==> config.mk <==
export PLATFORM = sky130hd
export DESIGN_NAME = data_bus_router
export DESIGN_NICKNAME = d
export VERILOG_FILES = /design/src/rtl/data_bus_router.sv
export SDC_FILE = /design/constraint.sdc
export NUM_CORES = 1
export LEC_CHECK = 0
export CELL_PAD_IN_SITES_DETAIL_PLACEMENT = 1
export CELL_PAD_IN_SITES_GLOBAL_PLACEMENT = 1
export CORE_MARGIN = 1
export CORE_UTILIZATION = 25
export DETAILED_ROUTE_END_ITERATION = 8
export PLACE_DENSITY = 0.85
export SLEW_MARGIN = 20
export SYNTH_ARGS = -nofsm -noshare
export SYNTH_HDL_FRONTEND = slang
export SYNTH_SLANG_ARGS = --single-unit
==> constraint.sdc <==
create_clock -name clk -period 2 [get_ports clk]
set_input_delay 0.5 -clock clk [delete_from_list [all_inputs] [get_ports clk]]
set_output_delay 0.5 -clock clk [all_outputs]
set_load 0.01 [all_outputs]
==> src/rtl/data_bus_router.sv <==
// rtl/data_bus_router.sv - registered CPU read-data router with chip-select decode, wait states and collision flag
// Optional feature macro: DATA_BUS_ROUTER_WAIT_STATES_EN (per-source wait states; undefined = zero wait).
module data_bus_router #(
    parameter int DATA_WIDTH = 8,
    parameter int NUM_SRC    = 6,
    parameter int WAIT_WIDTH = 2
) (
    input  logic                          clk,
    input  logic                          reset_n,
    input  logic                          cycle_start,
    input  logic                          read_write,
    input  logic [NUM_SRC-1:0]            cs_n,
    input  logic [NUM_SRC*DATA_WIDTH-1:0] src_data,
    input  logic [NUM_SRC*WAIT_WIDTH-1:0] src_wait,
    input  logic [DATA_WIDTH-1:0]         cpu_data_in,
    input  logic [DATA_WIDTH-1:0]         default_data,
    output logic [DATA_WIDTH-1:0]         output_bus,
    output logic                          data_ready,
    output logic [$clog2(NUM_SRC)-1:0]    sel_index,
    output logic                          collision,
    input  logic                          collision_clr
);

    localparam int SEL_W = $clog2(NUM_SRC);

    localparam logic [1:0] ST_IDLE = 2'd0;
    localparam logic [1:0] ST_WAIT = 2'd1;
    localparam logic [1:0] ST_DONE = 2'd2;

    // Where the captured data comes from; latched at cycle_start.
    localparam logic [1:0] MODE_SRC = 2'd0;
    localparam logic [1:0] MODE_DEF = 2'd1;
    localparam logic [1:0] MODE_CPU = 2'd2;

    logic [1:0]            state_q, state_d;
    logic [1:0]            mode_q, mode_d;
    logic [WAIT_WIDTH-1:0] cnt_q, cnt_d;
    logic [SEL_W-1:0]      sel_q, sel_d;
    logic [DATA_WIDTH-1:0] out_q, out_d;
    logic                  rdy_q, rdy_d;
    logic                  coll_q, coll_d;

    logic                  any_low;
    logic                  multi_low;
    logic [SEL_W-1:0]      low_idx;
    logic [WAIT_WIDTH-1:0] wait_sel;
    logic [DATA_WIDTH-1:0] routed;

    // Decode the active-low selects: is any low, is more than one low, which one.
    always_comb begin
        any_low   = 1'b0;
        multi_low = 1'b0;
        low_idx   = '0;
        for (int i = 0; i < NUM_SRC; i++) begin
            if (!cs_n[i]) begin
                if (any_low) begin
                    multi_low = 1'b1;
                end
                any_low = 1'b1;
                low_idx = SEL_W'(i);
            end
        end
    end

`ifdef DATA_BUS_ROUTER_WAIT_STATES_EN
    // Wait count of the single selected source.
    always_comb begin
        wait_sel = src_wait[int'(low_idx)*WAIT_WIDTH +: WAIT_WIDTH];
    end
`else
    logic unused_src_wait;
    assign unused_src_wait = ^src_wait;

    // Wait states disabled: every cycle completes with one-cycle latency.
    always_comb begin
        wait_sel = '0;
    end
`endif

    // Data presented at the capture edge; sources hold data through the wait window.
    always_comb begin
        case (mode_q)
            MODE_SRC: routed = src_data[int'(sel_q)*DATA_WIDTH +: DATA_WIDTH];
            MODE_CPU: routed = cpu_data_in;
            default:  routed = default_data;
        endcase
    end

    // Cycle control: cycle_start (re)latches from any state, WAIT counts down then captures.
    always_comb begin
        state_d = state_q;
        mode_d  = mode_q;
        cnt_d   = cnt_q;
        sel_d   = sel_q;
        out_d   = out_q;
        rdy_d   = 1'b0;
        coll_d  = collision_clr ? 1'b0 : coll_q;

        if (cycle_start) begin
            state_d = ST_WAIT;
            if (multi_low) begin
                coll_d = 1'b1;
            end
            sel_d = (any_low && !multi_low) ? low_idx : '0;
            if (!read_write) begin
                mode_d = MODE_CPU;
                cnt_d  = '0;
            end else if (any_low && !multi_low) begin
                mode_d = MODE_SRC;
                cnt_d  = wait_sel;
            end else begin
                mode_d = MODE_DEF;
                cnt_d  = '0;
            end
        end else if (state_q == ST_WAIT) begin
            if (cnt_q != '0) begin
                cnt_d = cnt_q - 1'b1;
            end else begin
                out_d   = routed;
                rdy_d   = 1'b1;
                state_d = ST_DONE;
            end
        end
    end

    // State registers with asynchronous active-low reset.
    always_ff @(posedge clk or negedge reset_n) begin
        if (!reset_n) begin
            state_q <= ST_IDLE;
            mode_q  <= MODE_DEF;
            cnt_q   <= '0;
            sel_q   <= '0;
            out_q   <= '0;
            rdy_q   <= 1'b0;
            coll_q  <= 1'b0;
        end else begin
            state_q <= state_d;
            mode_q  <= mode_d;
            cnt_q   <= cnt_d;
            sel_q   <= sel_d;
            out_q   <= out_d;
            rdy_q   <= rdy_d;
            coll_q  <= coll_d;
        end
    end

    assign output_bus = out_q;
    assign data_ready = rdy_q;
    assign sel_index  = sel_q;
    assign collision  = coll_q;

endmodule

==> metrics.md <==
| Metric | Value |
|---|---|
| Arrival @ worst endpoint | `1.29 ns` |
| Cell Pwr Density | `687 nW/µm²` |
| Post-CTS setup buffer count | `0` |
| CP Cell Sequence | `clkdlybuf4s50_1` |
| Global route overflow | `0` |
| First-pass DRT Iterations | `5` |
| Synthesized flop and latch total | `19` |
| Largest net degree at the start of global routing | `20` |
| Initial Util | `0.267` |
| CTS tree | `built` |
| Slowest stage delay, CP | `0.58 ns` |
| Sequential area share after synthesis | `0.339` |
| CTS max path bufs | `2` |
| Final slew viol count | `0` |
| Hold WS | `0.540 ns` |
| Post-Syn Area | `1410 µm²` |
| Die Wd | `77.0 µm` |
| Synth cell count leaders | `18 x dfrtp_1, 15 x nand2_1, 11 x nor2_1` |
| Synth Area in Adders | `0.0160` |
| Crit Path Category | `register to primary output` |
| Crit-path slowest cell | `clkdlybuf4s50_1` |
| Mux contribution to synthesized area | `0.240` |
| Core Rows | `26` |
| Static leakage | `0.942 nW` |
| Achievable Freq | `0.558 GHz` |
| # diodes | `0` |
| Root buf cell | `clkbuf_8` |
| Final worst path period share | `0.896` |
| Slew @ Worst Pin | `0.864 ns` |
| Post-synth cell types | `38` |
| IO buf count | `87` |
| Status | `completed` |
| # IOs | `100` |
| Final setup violation count | `0` |
| Count of final hold-check violations | `0` |
| Total wire length | `4.67 mm` |
| Area Growth Syn to Fin | `71.5%` |
| Dpl cells | `279` |
| Vias | `1427` |
| TritonCTS buffer count | `3` |
| CTS resizes | `0` |
| Hold buffer count at CTS | `0` |
| Global placement routability congestion | `0.804` |
| Via/cell ratio | `5.04` |
| Clock sinks | `19` |
| Post-route setup TNS | `0 ns` |
| Asr flop ratio synth | `1.00` |
| Clk slew on worst S/H paths | `0.07 ns` |
| Tmin final | `1.79 ns` |
| Final net count | `302` |
| Layout cell share with drive strength beyond 1 | `0.0986` |
| Number of DRC violations after detailed-routing iteration 0 | `92` |
| Total track usage | `0.166` |
| Synth area leader | `dfrtp_1` |
| Max_cap viols | `0` |
| Routed len/inst | `16.5 µm` |
| Post-synthesis compound-gate area fraction | `0.161` |
| Reg area | `477 µm²` |
| Startpoint Class | `register` |
| Setup skew after layout | `0.00152 ns` |
| Post-synthesis instance total | `127` |
| Post-Synth XOR/XNOR Area | `0.0311` |
| Worst path top cell family by delay | `buffers and inverters` |
| Mean Syn Cell Area | `11.1 µm²` |
| Critical Path RT | `1.50 ns` |
| Hpwl dp | `3.82 mm` |
| First-pass GRT wire length | `7.56 mm` |
| Capturing element type of the critical path | `primary output` |
| Core Region | `5270 µm²` |
| Die H | `77.0 µm` |
| Peak VDD IR | `0.311 mV` |
| Buf+Inv Stages, Crit Path | `1` |
| Post-synth EDFFs | `0` |
| Synth Net Count | `215` |
| Count leader, synth | `dfrtp_1` |
| Pwr Total | `0.00166 W` |
| Die ar. | `5930 µm²` |
| Share of the synthesized area in the top cell type | `0.320` |
| Vias in the first global route | `1476` |
| Yosys warns | `0` |
| Top_reg_cell synth | `dfrtp_1` |
| CP Max Fanout | `4` |
| Residual DRC | `0` |
| Antenna violations before repair | `0` |
| Largest family of logic cells by synthesized area | `multiplexers` |
| Filler cells | `604` |
| Final non-filler cell total | `283` |
| Clock Latency Late Sink | `0.26 ns` |
| Rel. slew slack | `0.422` |
| Antenna-violating nets left | `0` |
| Top cells by area, synth | `dfrtp_1 32%, mux4_1 15%, mux2_4 7.5%` |
| H-tree Lvls | `1` |
| Multi-input logic area | `828 µm²` |
| Hold WC Path Type | `register to register` |
| RSZ-0062 raised after global routing | `false` |
| Simple-Gate Fraction of Synth Area | `0.140` |
## layer usage
| metal | wire length [µm] | part of all wire | vias up | track usage |
|---|---|---|---|---|
| met2 | 2360 | 0.51 | 50 | 0.300 |
| met4 | 138 | 0.030 | 0 | 0.0660 |
| met5 | 0 | 0 | - | 0 |
| met3 | 261 | 0.056 | 10 | 0.0333 |
| met1 | 1910 | 0.41 | 701 | 0.190 |
| li1 | - | - | 666 | - |
## flip-flops by register name (all words and copies together), names as in the netlist
| signal | count |
|---|---|
| data_ready | 1 |
| sel_index | 3 |
| output_bus | 8 |
| collision | 1 |
| cnt_q | 2 |
| mode_q | 2 |
| state_q | 2 |
## metrics by stage
| stage | setup slack (ns) | utilization | area, µm² |
|---|---|---|---|
| floorplan | 0.485 | - | 1410 |
| global placement | 0.116 | 0.449 | 2370 |
| detailed placement | 0.0863 | 0.449 | 2370 |
| CTS | 0.188 | 0.458 | 2410 |
| global route | 0.0729 | 0.458 | 2410 |
| finish | 0.209 | 0.458 | 2410 |
## path summary, 6_finish.rpt
check	start	end	slack, ns	depth (start not counted)
worst min-delay path	collision	collision	0.54	2
worst max-delay path	sel_index[0]	sel_index[0]	0.21	1
min in group asynchronous	reset_n	output_bus[1]	0.57	2
worst min register to register	collision	collision	0.54	2
max in group asynchronous	reset_n	mode_q[0]	1.16	2
worst max register to register	mode_q[0]	output_bus[4]	0.23	3
## kinds of logic after synthesis
| kind of cell | Yosys count |
|---|---|
| simple gates | 37 |
| compound gates | 30 |
| flops | 19 |
| mux | 17 |
| buf+inv | 17 |
| fa+ha+maj | 2 |
| xor+xnor | 5 |
## where the power goes
| part | internal (W) | switching, W |
|---|---|---|
| clock network | 0.000142 | 0.000126 |
| registers | 0.000510 | 0.0000849 |
| logic | 0.000481 | 0.000315 |
## final cells by class
class	count	area share
Sequential cell	19	0.198
Timing Repair Buffer	93	0.395
Clock buffer	4	0.0187
Tap cell	70	0.0363
Multi-Input combinational cell	91	0.343
Inverter	6	0.00933
## placed cells by master, fill, tap and decap left out, types with 2 or more instances in the layout
| cell type | instances |
|---|---|
| buf_12 | 3 |
| a222oi_1 | 8 |
| buf_4 | 3 |
| a31oi_1 | 10 |
| inv_1 | 6 |
| nand2_1 | 15 |
| clkbuf_8 | 3 |
| o21ai_0 | 3 |
| nand4b_1 | 2 |
| nor2_1 | 11 |
| clkdlybuf4s50_1 | 87 |
| and3_1 | 2 |
| mux2_4 | 7 |
| dfrtp_1 | 18 |
| mux2_2 | 2 |
| a21oi_1 | 2 |
| mux4_1 | 8 |
| xnor2_1 | 2 |
| xor2_1 | 3 |
Note: power is estimated with default switching activity, not from simulation.
